==> src/rtl/mul_int_pipe.sv <==
// mul_int_pipe: multi-lane pipelined signed integer multiplier with a per-lane
// saturating accumulator, valid/ready handshake and whole-pipe backpressure.
// Sits between MX element decode and block-scale/reduction.
//
// Parameters
//   bit_width  operand width per lane (signed)
//   prd_width  product width per lane (>= 2*bit_width)
//   acc_width  accumulator width per lane (>= prd_width)
//   LANES      number of independent lanes
//   PIPE       input-to-output latency in cycles (>= 1)
//   USE_DSP    "yes" | "logic" | "auto" multiplier mapping hint
//
// Ports
//   i_clk, i_rst_n          clock, asynchronous active-low reset
//   i_valid / o_ready       input handshake (o_ready is combinational)
//   i_op0, i_op1            lane k operand = [k*bit_width +: bit_width]
//   i_acc_en, i_acc_clr     accumulator control, travels with the beat
//   o_valid / i_ready       output handshake
//   o_prd                   per-lane exact signed product of the output beat
//   o_acc                   per-lane accumulator after the output beat
//   o_ovf                   per-lane sticky saturation flag
module mul_int_pipe #(
    parameter int unsigned bit_width = 8,
    parameter int unsigned prd_width = 2 * bit_width,
    parameter int unsigned acc_width = prd_width + 8,
    parameter int unsigned LANES     = 4,
    parameter int unsigned PIPE      = 2,
    parameter string       USE_DSP   = "auto"
) (
    input  logic                         i_clk,
    input  logic                         i_rst_n,
    input  logic                         i_valid,
    output logic                         o_ready,
    input  logic [LANES*bit_width-1:0]   i_op0,
    input  logic [LANES*bit_width-1:0]   i_op1,
    input  logic                         i_acc_en,
    input  logic                         i_acc_clr,
    output logic                         o_valid,
    input  logic                         i_ready,
    output logic [LANES*prd_width-1:0]   o_prd,
    output logic [LANES*acc_width-1:0]   o_acc,
    output logic [LANES-1:0]             o_ovf
);
    localparam int unsigned FW = 2 * bit_width;       // full-precision product width
    localparam int unsigned PV = LANES * prd_width;   // packed product vector width

    // Elaboration-time parameter checks
    if (prd_width < FW) begin : g_chk_prd
        $error("mul_int_pipe: prd_width must be >= 2*bit_width");
    end
    if (acc_width < prd_width) begin : g_chk_acc
        $error("mul_int_pipe: acc_width must be >= prd_width");
    end
    if (PIPE < 1) begin : g_chk_pipe
        $error("mul_int_pipe: PIPE must be >= 1");
    end
    if (USE_DSP != "yes" && USE_DSP != "logic" && USE_DSP != "auto") begin : g_chk_dsp
        $error("mul_int_pipe: USE_DSP must be yes, logic or auto");
    end

    // Global advance: the whole pipe moves unless a held output beat is refused
    logic w_en;
    assign w_en    = !o_valid || i_ready;
    assign o_ready = w_en;

    // Per-lane full-precision products, sign-extended to prd_width
    logic [PV-1:0] w_prd_in;

    for (genvar k = 0; k < LANES; k++) begin : g_mul
        logic signed [bit_width-1:0] w_a;
        logic signed [bit_width-1:0] w_b;
        logic signed [FW-1:0]        w_full;

        assign w_a = i_op0[k*bit_width +: bit_width];
        assign w_b = i_op1[k*bit_width +: bit_width];

        if (USE_DSP == "yes") begin : g_sm
            // Sign/magnitude form: the most-negative operand's magnitude still
            // fits in bit_width unsigned bits, so no extra bit is needed.
            logic [bit_width-1:0] w_ma;
            logic [bit_width-1:0] w_mb;
            logic [FW-1:0]        w_mp;
            logic                 w_neg;

            assign w_ma   = w_a[bit_width-1] ? bit_width'(-w_a) : w_a;
            assign w_mb   = w_b[bit_width-1] ? bit_width'(-w_b) : w_b;
            assign w_mp   = FW'(w_ma) * FW'(w_mb);
            assign w_neg  = w_a[bit_width-1] ^ w_b[bit_width-1];
            assign w_full = w_neg ? FW'(-w_mp) : w_mp;
        end else begin : g_direct
            assign w_full = FW'(w_a) * FW'(w_b);
        end

        assign w_prd_in[k*prd_width +: prd_width] = prd_width'(w_full);
    end

    // Pipeline stages; stage PIPE-1 is the output stage
    logic [PIPE-1:0] r_vld;
    logic [PIPE-1:0] r_aen;
    logic [PIPE-1:0] r_aclr;
    logic [PV-1:0]   r_prd [PIPE];

    always_ff @(posedge i_clk or negedge i_rst_n) begin
        if (!i_rst_n) begin
            r_vld  <= '0;
            r_aen  <= '0;
            r_aclr <= '0;
            for (int s = 0; s < int'(PIPE); s++) begin
                r_prd[s] <= '0;
            end
        end else if (w_en) begin
            r_vld[0]  <= i_valid;
            r_aen[0]  <= i_acc_en;
            r_aclr[0] <= i_acc_clr;
            r_prd[0]  <= w_prd_in;
            for (int s = 1; s < int'(PIPE); s++) begin
                r_vld[s]  <= r_vld[s-1];
                r_aen[s]  <= r_aen[s-1];
                r_aclr[s] <= r_aclr[s-1];
                r_prd[s]  <= r_prd[s-1];
            end
        end
    end

    assign o_valid = r_vld[PIPE-1];
    assign o_prd   = r_prd[PIPE-1];

    // Beat about to enter the output stage
    logic          w_last_vld;
    logic          w_last_aen;
    logic          w_last_aclr;
    logic [PV-1:0] w_last_prd;

    if (PIPE == 1) begin : g_last_in
        assign w_last_vld  = i_valid;
        assign w_last_aen  = i_acc_en;
        assign w_last_aclr = i_acc_clr;
        assign w_last_prd  = w_prd_in;
    end else begin : g_last_pipe
        assign w_last_vld  = r_vld[PIPE-2];
        assign w_last_aen  = r_aen[PIPE-2];
        assign w_last_aclr = r_aclr[PIPE-2];
        assign w_last_prd  = r_prd[PIPE-2];
    end

    // Accumulators change only when a valid beat moves into the output stage
    logic w_upd;
    assign w_upd = w_en && w_last_vld;

    for (genvar k = 0; k < LANES; k++) begin : g_acc
        logic signed [acc_width-1:0] r_acc;
        logic signed [acc_width-1:0] w_acc_nxt;
        logic signed [acc_width-1:0] w_ext;
        logic signed [acc_width:0]   w_sum;
        logic                        r_ovf;
        logic                        w_ovf_nxt;

        assign w_ext = acc_width'($signed(w_last_prd[k*prd_width +: prd_width]));
        assign w_sum = (acc_width+1)'(r_acc) + (acc_width+1)'(w_ext);

        // Next accumulator value; overflow shows as disagreeing top two sum bits
        always_comb begin
            w_acc_nxt = r_acc;
            w_ovf_nxt = r_ovf;
            if (w_upd) begin
                case ({w_last_aen, w_last_aclr})
                    2'b11: begin
                        w_acc_nxt = w_ext;
                        w_ovf_nxt = 1'b0;
                    end
                    2'b10: begin
                        if (w_sum[acc_width] != w_sum[acc_width-1]) begin
                            w_acc_nxt = w_sum[acc_width] ? {1'b1, {(acc_width-1){1'b0}}}
                                                         : {1'b0, {(acc_width-1){1'b1}}};
                            w_ovf_nxt = 1'b1;
                        end else begin
                            w_acc_nxt = w_sum[acc_width-1:0];
                        end
                    end
                    2'b01: begin
                        w_acc_nxt = '0;
                        w_ovf_nxt = 1'b0;
                    end
                    default: begin
                        w_acc_nxt = r_acc;
                        w_ovf_nxt = r_ovf;
                    end
                endcase
            end
        end

        always_ff @(posedge i_clk or negedge i_rst_n) begin
            if (!i_rst_n) begin
                r_acc <= '0;
                r_ovf <= 1'b0;
            end else begin
                r_acc <= w_acc_nxt;
                r_ovf <= w_ovf_nxt;
            end
        end

        assign o_acc[k*acc_width +: acc_width] = r_acc;
        assign o_ovf[k]                        = r_ovf;
    end

endmodule

==> config.mk <==
export PLATFORM = sky130hd
export DESIGN_NAME = mul_int_pipe
export DESIGN_NICKNAME = d
export VERILOG_FILES = /design/src/rtl/mul_int_pipe.sv
export SDC_FILE = /design/constraint.sdc
export NUM_CORES = 1
export LEC_CHECK = 0
export ABC_CLOCK_PERIOD_IN_PS = 5800
export CAP_MARGIN = 20
export CORE_ASPECT_RATIO = 0.8
export CORE_UTILIZATION = 70
export DETAILED_ROUTE_END_ITERATION = 12
export DONT_BUFFER_PORTS = 1
export GPL_ROUTABILITY_DRIVEN = 0
export PLACE_DENSITY_LB_ADDON = 0.2
export SETUP_SLACK_MARGIN = 0.2
export SYNTH_ARGS = -nofsm -noshare
export SYNTH_HDL_FRONTEND = slang
export SYNTH_SLANG_ARGS = --single-unit
==> constraint.sdc <==
create_clock -name i_clk -period 5.8 [get_ports i_clk]
set_clock_uncertainty 0.1 [all_clocks]
set_input_delay 0 -clock i_clk [delete_from_list [all_inputs] [get_ports i_clk]]
set_output_delay 0 -clock i_clk [all_outputs]
set_load 0.01 [all_outputs]
* After elaboration in Yosys (flattened, before gate mapping)
Index checks and enable logic that the tools add are counted.
** Word-level totals
- Register bits after elaboration :: 232
- Output and inout bits :: 166
- Word-level logic and storage cells :: 63
** Cells by class
- Add/sub/neg operators :: 4
- $mul :: 4
- Equality and inequality tests :: 11
- Mux-type cells :: 20
- Reductions and logical operators :: 11
** Operators with widths (count)
- case mux 24 bit (3 select lines) :: 4
- 2-to-1 mux 24 bit :: 8
- adder 24 x 16 -> 25 bit :: 4
- multiplier 8 x 8 -> 16 bit :: 4
- AND reduction 3 bit :: 4
- != test 2 bit (second input constant) :: 4
- case mux 1 bit (2 select lines) :: 4
- == test 2 bit (second input constant) :: 2
- 2-to-1 mux 1 bit :: 4
- != test 1 bit :: 4
- nonzero test 3 bit :: 1
- == test 2 x 1 -> 1 bit (second input constant) :: 1
- AND reduction 2 bit :: 1
- nonzero test 2 bit :: 1
- OR reduction 2 bit :: 1
- logical AND 1 bit :: 1
- zero test 1 bit :: 1
- logical OR 1 bit :: 1

* Depth between registers and ports, before layout
- Depth after elaboration :: 4
- Depth in mapped cells :: 19

* Worst setup path before layout
Ideal clock, no wire load.
- Path kind :: input to register
- Start point :: in i_op1[2]
- End point :: reg r_prd (netlist bit w_last_prd[14])
- Data arrival time :: 3.928 ns
- Setup slack :: 1.652 ns
- Stages on the path :: 18
- Buffers on the path :: 0
- Cells stage by stage :: and2_1 fa_1 inv_1 fa_1 inv_1 fa_1 inv_1 fa_1 inv_1 ha_1 o21ai_0 a21oi_1 o21ai_0 a21boi_0 o21ai_0 a211oi_1 or3_1 a31o_2
** On the way
- Word-level cells in the longest chain between the ends :: 1
** RTL lines
- start, declared :: line 35 : input logic [LANES*bit_width-1:0] i_op1,
- multiplier 8 x 8 -> 16 bit :: line 91 : assign w_full = FW'(w_a) * FW'(w_b);
- end signal, assigned by index :: line 120 : r_prd[s] <= r_prd[s-1];
- end, declared :: line 101 : logic [PV-1:0] r_prd [PIPE];
Every way passes these cells.
A chain may end at the register's enable or synchronous reset.

* Final worst setup path
- Start point :: in i_op1[17]
- End point :: reg r_prd (netlist bit w_last_prd[46])
Same word-level chain as after synthesis.

==> impl_metrics.toml <==
[detailed_routing]
num_vias = 19400
drc_errors = 0
dr.pass1.iters = 5
wl_per_cell_um = 18.58
drtIter0Drc = 1666
final_antenna_net_count = 0
routed_wl_um = 59390
vias_per_cell = 6.067

[clock_network]
cts_max_level = 1
clock-sinks = 232
cts_made_buffers = 26
cts_max_path_buffers = 3
worstSkewPairLatency_ns = 0.53
path_clk_slew_ns = 0.06
tritoncts = "built"
cts_post_setup_buffers_inserted = 0
ctsResizeCount = 0
cts-root-buf = "clkbuf_16"

[placed_design]
port_buffers = 0
preCtsSetupSlack_ns = 1.261
placed_cell_area_um2 = 24220
dp_hpwl_um = 45250

[logic_synthesis]
synthArstFlopShare = 1.000
synthCells = 2750
synth.avg_cell_area_um2 = 8.686
synth_ff_type = "dfrtp_1"
ys_warn_count = 0
ys_ff_latch = 232
yosysUniqueCellTypes = 66
synth.most_common_cell = "nand2_1"
synth_top_area_share = 0.2430
yosysSeqAreaShare = 0.2430
synth_fp_nets = 3260
syn_area_um2 = 23890
synth.area.top_cells = "dfrtp_1 (24%), fa_1 (19%), ha_1 (11%)"
yosys.area.top_type = "dfrtp_1"
synth_edf_count = 0
synthTopCellsByCount = "nand2_1 (387), inv_1 (352), dfrtp_1 (232), fa_1 (224), ha_1 (216)"

[hold_path]
hp-class = "in2reg"

[critical_path]
cp_max_fo = 8
required_ns = 6.11
start_kind = "input port"
crit_slowest_cell = "dlygate4sd3_1"
cpMostUsedCell = "ha_1"
cp.arrival_ns = 4.78
path_cells = "dlygate4sd3_1, and2_1, dlygate4sd3_1, ha_1, ha_1, ha_1, fa_1, ha_1, inv_1, fa_1, nor2b_1, o21ai_0, a21oi_1, o21ai_0, a21boi_0, o21ai_0, a211oi_1, or3_1, a31o_2"
slowest_delay_ns = 0.56
critPathCaptureType = "flop"
critPathKind = "in2reg"

[timing]
timing.hold.ws_ns = 0.04369
setup_slack_ns = 1.328
max_freq_mhz = 223.6
drv_slew = 0
relSlewSlack = 0.1653
fin_crit_sh = 0.7710
period_needed_ns = 4.472
finalSetupTns_ns = 0
hold_violations = 0
finalSetupViolCount = 0
rsz0062_at_grt = "no"
worstMarginPinSlew_ns = 1.252

[floorplanning]
dieArea_um2 = 34870
num_rows = 60
initial_core_util = 0.7102
chipHeight_um = 167.2
die_w_um = 208.5
ioPinCount = 236
coreArea_um2 = 33630

[finish]
final_core_util = 0.7572
design_area_um2 = 25470
drive_gt1_frac = 0.02968
synthToLayoutAreaGrowth_pct = 6.616
layout.nets = 3257
num-fill-cells = 2391
n_antenna_cell = 0

[power]
power_density_nw_per_um2 = 616.8
peakVddDrop_mv = 0.4089
power_leakage_uw = 0.01245

[global_route]
grt_pass1_wl_um = 97350
grt_pass1_vias = 19310
grt_usage = 0.3422
antenna_found_initial = 1
gr-total-overflow = 0
grt_max_degree = 233

[status]
outcome = "finished, final reports clean"

[run]
max_cap_viol_count = 0
==> timing repair <==
action                                 in CTS  in global routing
endpoints found under the hold margin     270                  0
hold buffers                               35                  0
setup endpoints to repair                   0                  0
==> power breakdown <==
group	switching [uW]	total [uW]	internal, uW
clock network	680	1730	1050
registers	1300	3660	2360
logic	5920	10300	4410
total	7900	15700	7810
==> per-stage QoR <==
stage	total power [uW]	std cells
global placement	13090	3117
floorplan	11260	2750
detailed placement	13680	3118
finish	15710	3197
global route	17100	3197
CTS	15570	3197
==> worst max-delay path: cells and delay by family <==
kind	cells	cell delay [ns]
adder cells (fa/ha/maj)	6	1.56
AO/OA/AOI/OAI	7	1.51
buffers and inverters	3	1.19
AND/OR/NAND/NOR	3	0.52
==> sequential cells by signal (all words and copies together) (netlist names) <==
signal / flops
o_prd: 64
g_acc.r_ovf: 4
r_aen: 1
g_acc.r_acc: 96
r_vld: 2
r_aclr: 1
w_last_prd: 64
==> cell families (layout without fill, tap and decap cells) <==
group,after synthesis,count (layout),synth area share
adder cells (fa/ha/maj),440,440,0.3009
buffers and inverters,425,438,0.06836
XOR/XNOR,134,134,0.04976
AND/OR/NAND/NOR,962,962,0.1934
AO/OA/AOI/OAI,547,547,0.1402
flip-flops,232,232,0.2430
multiplexers,10,10,0.004400
==> area by class of cell <==
class	count	area [um2]	area share
multi-input combinational	2093	16470	0.6468
sequential	232	5806	0.2280
inverter	352	1324	0.05198
clock buffer	32	714.4	0.02805
tap	434	543.0	0.02132
timing repair buffer	42	440.4	0.01729
clock inverter	12	168.9	0.006633
==> path summary, 6_finish.rpt <==
kind / from / endpoint / slack, ns / cells after the start
max: i_op1[17] / w_last_prd[46] / 1.33 / 19
max in group asynchronous: i_rst_n / g_acc[3].r_acc[18] / 4.50 / 2
min reg2reg: o_prd[16] / o_prd[16] / 0.44 / 2
min in group asynchronous: i_rst_n / g_acc[1].r_acc[18] / 0.10 / 2
max reg2reg: g_acc[3].r_acc[0] / g_acc[3].r_acc[19] / 1.50 / 11
min: i_op1[25] / w_last_prd[50] / 0.04 / 6
==> cells in the final DEF (no fill, tap or decap), types with 15 or more instances in the layout <==
cell,count
a21oi_1,192
dfrtp_1,232
nand3_1,22
and3_1,17
o21ai_0,133
nor2b_1,34
nand2_1,387
xnor2_1,82
nor2_1,187
a21o_1,44
nor3_1,21
inv_1,351
a31oi_1,15
clkbuf_16,27
xor2_1,49
nor3b_1,61
nand2b_1,28
ha_1,215
fa_1,224
a211oi_1,45
and2_1,170
dlygate4sd3_1,34
==> per-layer routing <==
| metal | wire length, um | GRT usage |
|---|---|---|
| met1 | 26460 | 0.5006 |
| met2 | 26030 | 0.5225 |
| met3 | 4906 | 0.05870 |
| met4 | 1978 | 0.1068 |
| met5 | 11 | 0 |
(Power assumes the default switching activity.)
